<file path="src/rtl/wb_port_arbiter_if.sv">
// Request/writeback bundle between the functional-unit result stages and the
// register-file write port arbiter.
interface wb_port_arbiter_if #(
    parameter int DATA_WIDTH     = 32,
    parameter int REG_ADDR_WIDTH = 5
);
    logic                        hold;
    logic [4:0]                  req_valid;
    logic [4:0]                  req_ready;
    logic [5*REG_ADDR_WIDTH-1:0] req_rd;
    logic [5*DATA_WIDTH-1:0]     req_data;
    logic                        wb_we;
    logic [REG_ADDR_WIDTH-1:0]   wb_rd;
    logic [DATA_WIDTH-1:0]       wb_data;
    logic [2:0]                  wb_sel;
    logic [4:0]                  starve;

    modport master (
        output hold, req_valid, req_rd, req_data,
        input  req_ready, wb_we, wb_rd, wb_data, wb_sel, starve
    );

    modport slave (
        input  hold, req_valid, req_rd, req_data,
        output req_ready, wb_we, wb_rd, wb_data, wb_sel, starve
    );
endinterface

</file>
<file path="src/rtl/wb_port_arbiter.sv">
// Five-source register-file write port arbiter with starvation override.
// Base policy is fixed priority; define WB_PORT_ARBITER_RR_EN for round robin.
module wb_port_arbiter_lane #(
    parameter int MAX_WAIT = 7
) (
    input  logic clk,
    input  logic rstn,
    input  logic valid,
    input  logic xfer,
    output logic starve
);
    localparam int CW = $clog2(MAX_WAIT + 1);

    logic [CW-1:0] cnt_q, cnt_d;

    always_comb begin
        cnt_d = cnt_q;
        if (!valid || xfer)
            cnt_d = '0;
        else if (cnt_q != CW'(MAX_WAIT))
            cnt_d = cnt_q + CW'(1);
    end

    // starve is registered from the next count so it lines up with cnt_q
    always_ff @(posedge clk or negedge rstn) begin
        if (!rstn) begin
            cnt_q  <= '0;
            starve <= 1'b0;
        end else begin
            cnt_q  <= cnt_d;
            starve <= (cnt_d == CW'(MAX_WAIT));
        end
    end
endmodule

module wb_port_arbiter #(
    parameter int DATA_WIDTH     = 32,
    parameter int REG_ADDR_WIDTH = 5,
    parameter int MAX_WAIT       = 7
) (
    input logic              clk,
    input logic              rstn,
    wb_port_arbiter_if.slave bus
);
    localparam int N  = 5;
    localparam int DW = DATA_WIDTH;
    localparam int AW = REG_ADDR_WIDTH;

    logic [N-1:0]  gnt, stv, xfer;
    logic          found;
    logic [2:0]    gsel;
    logic [AW-1:0] grd;
    logic [DW-1:0] gdata;

    logic          we_q;
    logic [AW-1:0] rd_q;
    logic [DW-1:0] data_q;
    logic [2:0]    sel_q;

`ifdef WB_PORT_ARBITER_RR_EN
    logic [2:0] rr_ptr;
    logic [3:0] ridx;
`endif

    always_comb begin
        gnt   = '0;
        found = 1'b0;
`ifdef WB_PORT_ARBITER_RR_EN
        ridx  = '0;
`endif
        for (int i = 0; i < N; i++) begin
            if (!found && bus.req_valid[i] && stv[i]) begin
                gnt[i] = 1'b1;
                found  = 1'b1;
            end
        end
`ifdef WB_PORT_ARBITER_RR_EN
        // search p, p+1, ... wrapping 4 -> 0
        for (int k = 0; k < N; k++) begin
            ridx = {1'b0, rr_ptr} + 4'(k);
            if (ridx >= 4'(N))
                ridx = ridx - 4'(N);
            if (!found && bus.req_valid[ridx[2:0]]) begin
                gnt[ridx[2:0]] = 1'b1;
                found          = 1'b1;
            end
        end
`else
        for (int i = 0; i < N; i++) begin
            if (!found && bus.req_valid[i]) begin
                gnt[i] = 1'b1;
                found  = 1'b1;
            end
        end
`endif
        if (bus.hold || !rstn)
            gnt = '0;
    end

    assign bus.req_ready = gnt;
    assign xfer          = gnt & bus.req_valid;

    always_comb begin
        gsel  = '0;
        grd   = '0;
        gdata = '0;
        for (int i = 0; i < N; i++) begin
            if (gnt[i]) begin
                gsel  = 3'(i);
                grd   = bus.req_rd[i*AW +: AW];
                gdata = bus.req_data[i*DW +: DW];
            end
        end
    end

    wb_port_arbiter_lane #(.MAX_WAIT(MAX_WAIT)) u_lane [N-1:0] (
        .clk    (clk),
        .rstn   (rstn),
        .valid  (bus.req_valid),
        .xfer   (xfer),
        .starve (stv)
    );

    assign bus.starve = stv;

`ifdef WB_PORT_ARBITER_RR_EN
    always_ff @(posedge clk or negedge rstn) begin
        if (!rstn)
            rr_ptr <= '0;
        else if (|xfer)
            rr_ptr <= (gsel == 3'd4) ? 3'd0 : gsel + 3'd1;
    end
`endif

    // x0 writes still complete the handshake but never assert the enable
    always_ff @(posedge clk or negedge rstn) begin
        if (!rstn) begin
            we_q   <= 1'b0;
            rd_q   <= '0;
            data_q <= '0;
            sel_q  <= '0;
        end else begin
            we_q <= 1'b0;
            if (|xfer) begin
                we_q   <= (grd != '0);
                rd_q   <= grd;
                data_q <= gdata;
                sel_q  <= gsel;
            end
        end
    end

    assign bus.wb_we   = we_q;
    assign bus.wb_rd   = rd_q;
    assign bus.wb_data = data_q;
    assign bus.wb_sel  = sel_q;
endmodule

</file>
<file path="src/flat_wrapper.sv">
// flat-port wrapper written by rule: the top's interface ports become plain ports
module wb_port_arbiter_flat 
#(
    parameter int DATA_WIDTH     = 32,
    parameter int REG_ADDR_WIDTH = 5,
    parameter int MAX_WAIT       = 7
)
  (clk, rstn, bus_hold, bus_req_valid, bus_req_rd, bus_req_data, bus_req_ready, bus_wb_we, bus_wb_rd, bus_wb_data, bus_wb_sel, bus_starve);
  wb_port_arbiter_if #(.DATA_WIDTH(DATA_WIDTH), .REG_ADDR_WIDTH(REG_ADDR_WIDTH)) bus_i ();
  input logic clk;
  input logic rstn;
  input wire logic [$bits(bus_i.hold)-1:0] bus_hold;
  input wire logic [$bits(bus_i.req_valid)-1:0] bus_req_valid;
  input wire logic [$bits(bus_i.req_rd)-1:0] bus_req_rd;
  input wire logic [$bits(bus_i.req_data)-1:0] bus_req_data;
  output wire logic [$bits(bus_i.req_ready)-1:0] bus_req_ready;
  output wire logic [$bits(bus_i.wb_we)-1:0] bus_wb_we;
  output wire logic [$bits(bus_i.wb_rd)-1:0] bus_wb_rd;
  output wire logic [$bits(bus_i.wb_data)-1:0] bus_wb_data;
  output wire logic [$bits(bus_i.wb_sel)-1:0] bus_wb_sel;
  output wire logic [$bits(bus_i.starve)-1:0] bus_starve;
  assign bus_i.hold = bus_hold;
  assign bus_i.req_valid = bus_req_valid;
  assign bus_i.req_rd = bus_req_rd;
  assign bus_i.req_data = bus_req_data;
  assign bus_req_ready = bus_i.req_ready;
  assign bus_wb_we = bus_i.wb_we;
  assign bus_wb_rd = bus_i.wb_rd;
  assign bus_wb_data = bus_i.wb_data;
  assign bus_wb_sel = bus_i.wb_sel;
  assign bus_starve = bus_i.starve;
  wb_port_arbiter #(.DATA_WIDTH(DATA_WIDTH), .REG_ADDR_WIDTH(REG_ADDR_WIDTH), .MAX_WAIT(MAX_WAIT)) u_core (.clk(clk), .rstn(rstn), .bus(bus_i));
endmodule
</file>
<file path="config.mk">
export PLATFORM = sky130hd
export DESIGN_NAME = wb_port_arbiter_flat
export DESIGN_NICKNAME = d
export VERILOG_FILES = /design/src/rtl/wb_port_arbiter_if.sv /design/src/rtl/wb_port_arbiter.sv /design/src/flat_wrapper.sv
export SDC_FILE = /design/constraint.sdc
export NUM_CORES = 1
export LEC_CHECK = 0
export ABC_CLOCK_PERIOD_IN_PS = 3000
export BUFFER_PORTS_ARGS = -buffer_cell sky130_fd_sc_hd__buf_2
export CAP_MARGIN = 5
export CORE_ASPECT_RATIO = 0.7
export CORE_MARGIN = 2
export CORE_UTILIZATION = 30
export DETAILED_ROUTE_END_ITERATION = 12
export PLACE_DENSITY_LB_ADDON = 0.15
export SLEW_MARGIN = 20
export SYNTH_ARGS = -nofsm -noshare
export SYNTH_HDL_FRONTEND = slang
export SYNTH_SLANG_ARGS = --single-unit
</file>
<file path="constraint.sdc">
create_clock -name clk -period 3 [get_ports clk]
set_input_delay 0.6 -clock clk [delete_from_list [all_inputs] [get_ports clk]]
set_output_delay 0.6 -clock clk [all_outputs]
set_load 0.02 [all_outputs]
</file>
* Word-level counts from Yosys, hierarchy flattened
Cells that the tools add are included.
** Cells by class
- Bitwise operators :: 1
- Add/subtract/negate cells :: 5
- Mux-type cells :: 44
- Reduce and logical (&&, ||, !) cells :: 37
- Equal/unequal tests :: 10
** Operator list (count)
- 2-to-1 mux 32 bit :: 5
- 2-to-1 mux 3 bit :: 11
- 2-to-1 mux 5 bit :: 6
- 2-to-1 mux 1 bit :: 20
- adder 3 x 1 -> 3 bit (second input constant) :: 5
- equality test 3 bit (second input constant) :: 5
- logical NOT 1 bit :: 15
- inequality test 3 bit (second input constant) :: 5
- logical AND 1 bit :: 14
- logical OR 1 bit :: 6
- AND 5 bit :: 1
- nonzero test 5 bit :: 1
- OR reduction 5 bit :: 1
- 2-to-1 mux 2 bit :: 2
** Storage, ports and cells
- Logic and storage cells :: 111
- Register bits :: 61
- Input bits :: 193

* Depth between registers and ports, before layout
- Word-level depth :: 41
- Gate-level depth with buffers :: 9

* Hierarchy
From an unflattened synthesis, not the netlist that was laid out.
** Unflattened totals
- Cells, all modules :: 456
- Area, all modules :: 3985.1 um2
** By module, submodules not included
- wb_port_arbiter :: cells each 351, seq. area each 1026.0 um2, instances 1, area an instance 2859.0 um2
- wb_port_arbiter_lane :: cells each 21, seq. area each 100.1 um2, instances 5, area an instance 225.2 um2

* Worst setup path after synthesis
OpenSTA, ideal clock, no wires.
- Path type :: in2out
- Start point :: input port rstn
- End point :: output port bus_req_ready[4]
- Required time :: 2.400 ns
- Arrival time :: 1.893 ns
- Path slack :: 0.507 ns
- Stages :: 7
- Cell sequence :: nor2b_1 and4_4 o2111ai_2 inv_2 buf_4 buf_2 buf_4
** Between the ends
- Word-level cells in the longest chain between the ends :: 3
** Ends and longest elaborated chain
- from (decl) :: RTL line flat_wrapper.sv:11 : input logic rstn;
- logical NOT 1 bit :: RTL line wb_port_arbiter.sv:96 : if (bus.hold || !rstn)
- logical OR 1 bit :: RTL line wb_port_arbiter.sv:96
- 2-to-1 mux 5 bit :: RTL line wb_port_arbiter.sv:96
- to (decl) :: RTL line flat_wrapper.sv:16 : output wire logic [$bits(bus_i.req_ready)-1:0] bus_req_ready;
No other way between the ends.

* Worst setup path in the final report
- Start point :: register u_core.u_lane[3].starve
- End point :: output port bus_req_ready[1]
** Between the ends
- Word-level cells in the longest chain between the ends :: 13
** Ends and longest elaborated chain
- from (decl) :: RTL line wb_port_arbiter.sv:10 : output logic starve
- from (signal assigned) :: RTL line wb_port_arbiter.sv:31 : starve <= (cnt_d == CW'(MAX_WAIT));
- logical AND 1 bit (*) :: RTL line wb_port_arbiter.sv:72 : if (!found && bus.req_valid[i] && stv[i]) begin
- 2-to-1 mux 1 bit (*) :: RTL line wb_port_arbiter.sv:72
- logical NOT 1 bit :: RTL line wb_port_arbiter.sv:72
- logical AND 1 bit (2 in a row) :: RTL line wb_port_arbiter.sv:72
- 2-to-1 mux 1 bit (*) :: RTL line wb_port_arbiter.sv:72
- logical NOT 1 bit :: RTL line wb_port_arbiter.sv:90 : if (!found && bus.req_valid[i]) begin
- logical AND 1 bit :: RTL line wb_port_arbiter.sv:90
- 2-to-1 mux 1 bit (*) :: RTL line wb_port_arbiter.sv:90
- logical NOT 1 bit (*) :: RTL line wb_port_arbiter.sv:90
- logical AND 1 bit (*) :: RTL line wb_port_arbiter.sv:90
- 2-to-1 mux 1 bit (*) :: RTL line wb_port_arbiter.sv:90
- 2-to-1 mux 5 bit (*) :: RTL line wb_port_arbiter.sv:96
Mark *: on every way between the ends. The rest lies on a longest branch, timed or not.

==> run metrics <==
Die ar.=about 13000 um^2; GRT Total Usage=0.2144; post-synth top area share=0.4319; FFs w/ async S/R, synth=1.000; drt first-iter violations=178; Slew HR=0.4633; DR pass1 iterations=5; CP Cell Sequence=a22oi_2 > a21oi_1 > nor2_4 > buf_4 > buf_2; TritonCTS clock tree=yes; Rows=33; Main synth FF type=dfrtp_1; Synth warnings=0; FF-to-FF End=u_core.bus.wb_we; most common cell in the netlist=dfrtp_1; drc violations=0; Total Routed Length=13790 um; mapped cell area=3535 um^2; RSZ-0062 raised after global routing=false; Post-synth EDFFs=0; drt wl/cell=roughly 18 um; sequential area share after synthesis=0.4319; Post-CTS Setup Bufs=0; Setup-failing EPs final=0; reg-to-reg startpoint=u_core.u_lane[2].starve; TNS Setup=0 ns; Mapped Nets=589; Max Clock Freq=378.8 MHz; DP Cell Count=771; CTS Hold Buffers Added=0; final period utilization=0.8800; Critical-path top delay cell=dfrtp_1; num ports=244; Worst Setup SP=u_core.u_lane[3].starve; clk buf depth=2; hpwl dp=10490 um; Initial Utilization=0.3046; Crit Path Class=flip-flop to output port; global-route wire length before repair=just over 20000 um; status=complete, no violations; R2R setup slack=roughly 0.73 ns; Worst Path Required=2.40 ns; peak supply drop=0.3259 mV; MaxCap Viol Count=0; Worst Setup End Kind=output port; largest net degree at the start of global routing=62; TritonCTS Buffers=9; die span in x=133.7 um; root buf cell=clkbuf_16; global route overflow=0; final hold viol count=0; CTS H-tree lvls=3; Vias=4178; clk_skew=0.006272 ns; CP top delay family=compound AO/OA/AOI/OAI gates; Die Y=94.82 um; cells after synthesis=391; most frequent cells after synthesis=dfrtp_1 (61), nor2_1 (56), nand2_1 (48); Area contributors post-synth=dfrtp_1 (43%), a221oi_1 (9.2%), a22oi_1 (7.9%); final slew viol count=0; Antenna Cells=0; CP arrival=slightly above 2 ns; Slowest Stage Delay on Critical Path=0.41 ns; worst-skew pair later-pin latency=0.33 ns; Worst Reg-to-Reg Cells=7; Core Footprint=~12000 um^2; LEAKAGE=between 2 and 3 nW; Seq cells post-synth=61; type of the most critical hold path=input pin to async pin; via density per instance=around 5.3; gp weighted congestion=just under 0.9; PostCTS Resize Cnt=0; count of cell types in the netlist=between 40 and 50; vias in the first global route=3968; CTS clock-pin slew for the worst setup and hold paths=0.05 ns; pwr/cell area=580.9 nW/um^2; Buffers on Ports=243; fin cells=roughly 790; Tmin final=~2.6 ns; CP Max Fanout=18; Buf/Inv on CP=2; ANT nets after route=0; fraction of layout cells with a size suffix above 1=0.4492; Final #Nets=823; P&R area growth vs syn=47.33%; Worst-Margin Slew=0.8050 ns; CTS Sinks=61; startpoint types=flip-flop; cell accounting for the most synthesized area=dfrtp_1; antenna violations before repair=1; syn_area_per_cell=9.040 um^2
layout by cell type, fill, tap and decap left out, drive strengths merged, types with 6 or more instances in the layout:
cell / count
a21oi: 13
nor2: 56
nor3: 6
o21ai: 10
xnor2: 6
a31oi: 32
a22oi: 38
nand3: 10
nand2: 49
dfrtp: 61
buf: 257
clkbuf: 12
a221oi: 37
per-layer routing:
layer,wire length [um],part of all wire,track usage
met2,6623,0.48,0.3594
met3,1344,0.097,0.07300
met4,161,0.012,0.06206
met1,5647,0.41,0.2641
met5,13,0.00094,0
where the power goes:
| part | internal [W] | switching, W |
|---|---|---|
| logic | 0.000333 | 0.000483 |
| clock network | 0.000769 | 0.000362 |
| registers | 0.000981 | 0.0000961 |
registers in the layout (all words and copies together), names as in the netlist:
name                  cells
u_core.bus.wb_data       32
u_core.bus.wb_rd          5
u_core.bus.wb_sel         3
u_core.bus.wb_we          1
u_core.u_lane.cnt_q      15
u_core.u_lane.starve      5
worst reg2reg max path, stage by stage (launching register included):
cell	delay, ns
dfrtp_1	0.48
nand2_1	0.08
and4_4	0.21
a32o_2	0.35
buf_4	0.23
a221oi_1	0.30
o21ai_0	0.17
or3_1	0.32
cell families (layout without fill, tap and decap cells):
| logic type | count (synthesis) | in the layout | share of synthesized area |
|---|---|---|---|
| and+or+nand+nor | 143 | 143 | 0.1844 |
| AOI/OAI and AO/OA | 139 | 139 | 0.2896 |
| xor gates and xnor gates | 6 | 6 | 0.01487 |
| buffers and inverters | 36 | 275 | 0.05876 |
| DFF | 61 | 61 | 0.4319 |
| muxes | 1 | 1 | 0.002832 |
| adders and majority gates | 5 | 5 | 0.01770 |
per-stage QoR:
stage / total power (W) / hold slack [ns] / worst slack [ns] / area (um^2) / utilization
after floorplan: 0.001526 / 0.3044 / 0.5072 / 3535 / -
after global placement: 0.001898 / 0.4627 / 0.4796 / 4881 / 0.4207
after detailed placement: 0.001914 / 0.4614 / 0.4256 / 4881 / 0.4207
after CTS: 0.003068 / 0.4733 / 0.3625 / 5207 / 0.4488
after global routing: 0.003193 / 0.5079 / 0.2721 / 5207 / 0.4488
final: 0.003025 / 0.4676 / 0.3601 / 5207 / 0.4488
worst max-delay path by stage:
stage,end,slack [ns],cells past startpoint
global placement,bus_req_ready[3],0.48,5
global route,bus_req_ready[1],0.27,5
CTS,bus_req_ready[1],0.36,5
finish,bus_req_ready[1],0.36,5
floorplan,bus_req_ready[4],0.51,7
detailed placement,u_core.bus.wb_rd[3],0.43,8
cell type report:
cell class,instances,area [um^2]
Inverter,2,7.507
Clock buffer,12,256.5
Sequential cell,61,1526
Timing Repair Buffer,257,1321
Multi-Input combinational cell,294,1829
Clock inverter,4,70.07
Tap cell,157,196.4
Fill cell,1192,6395
Power figures use the tool's default switching activity.
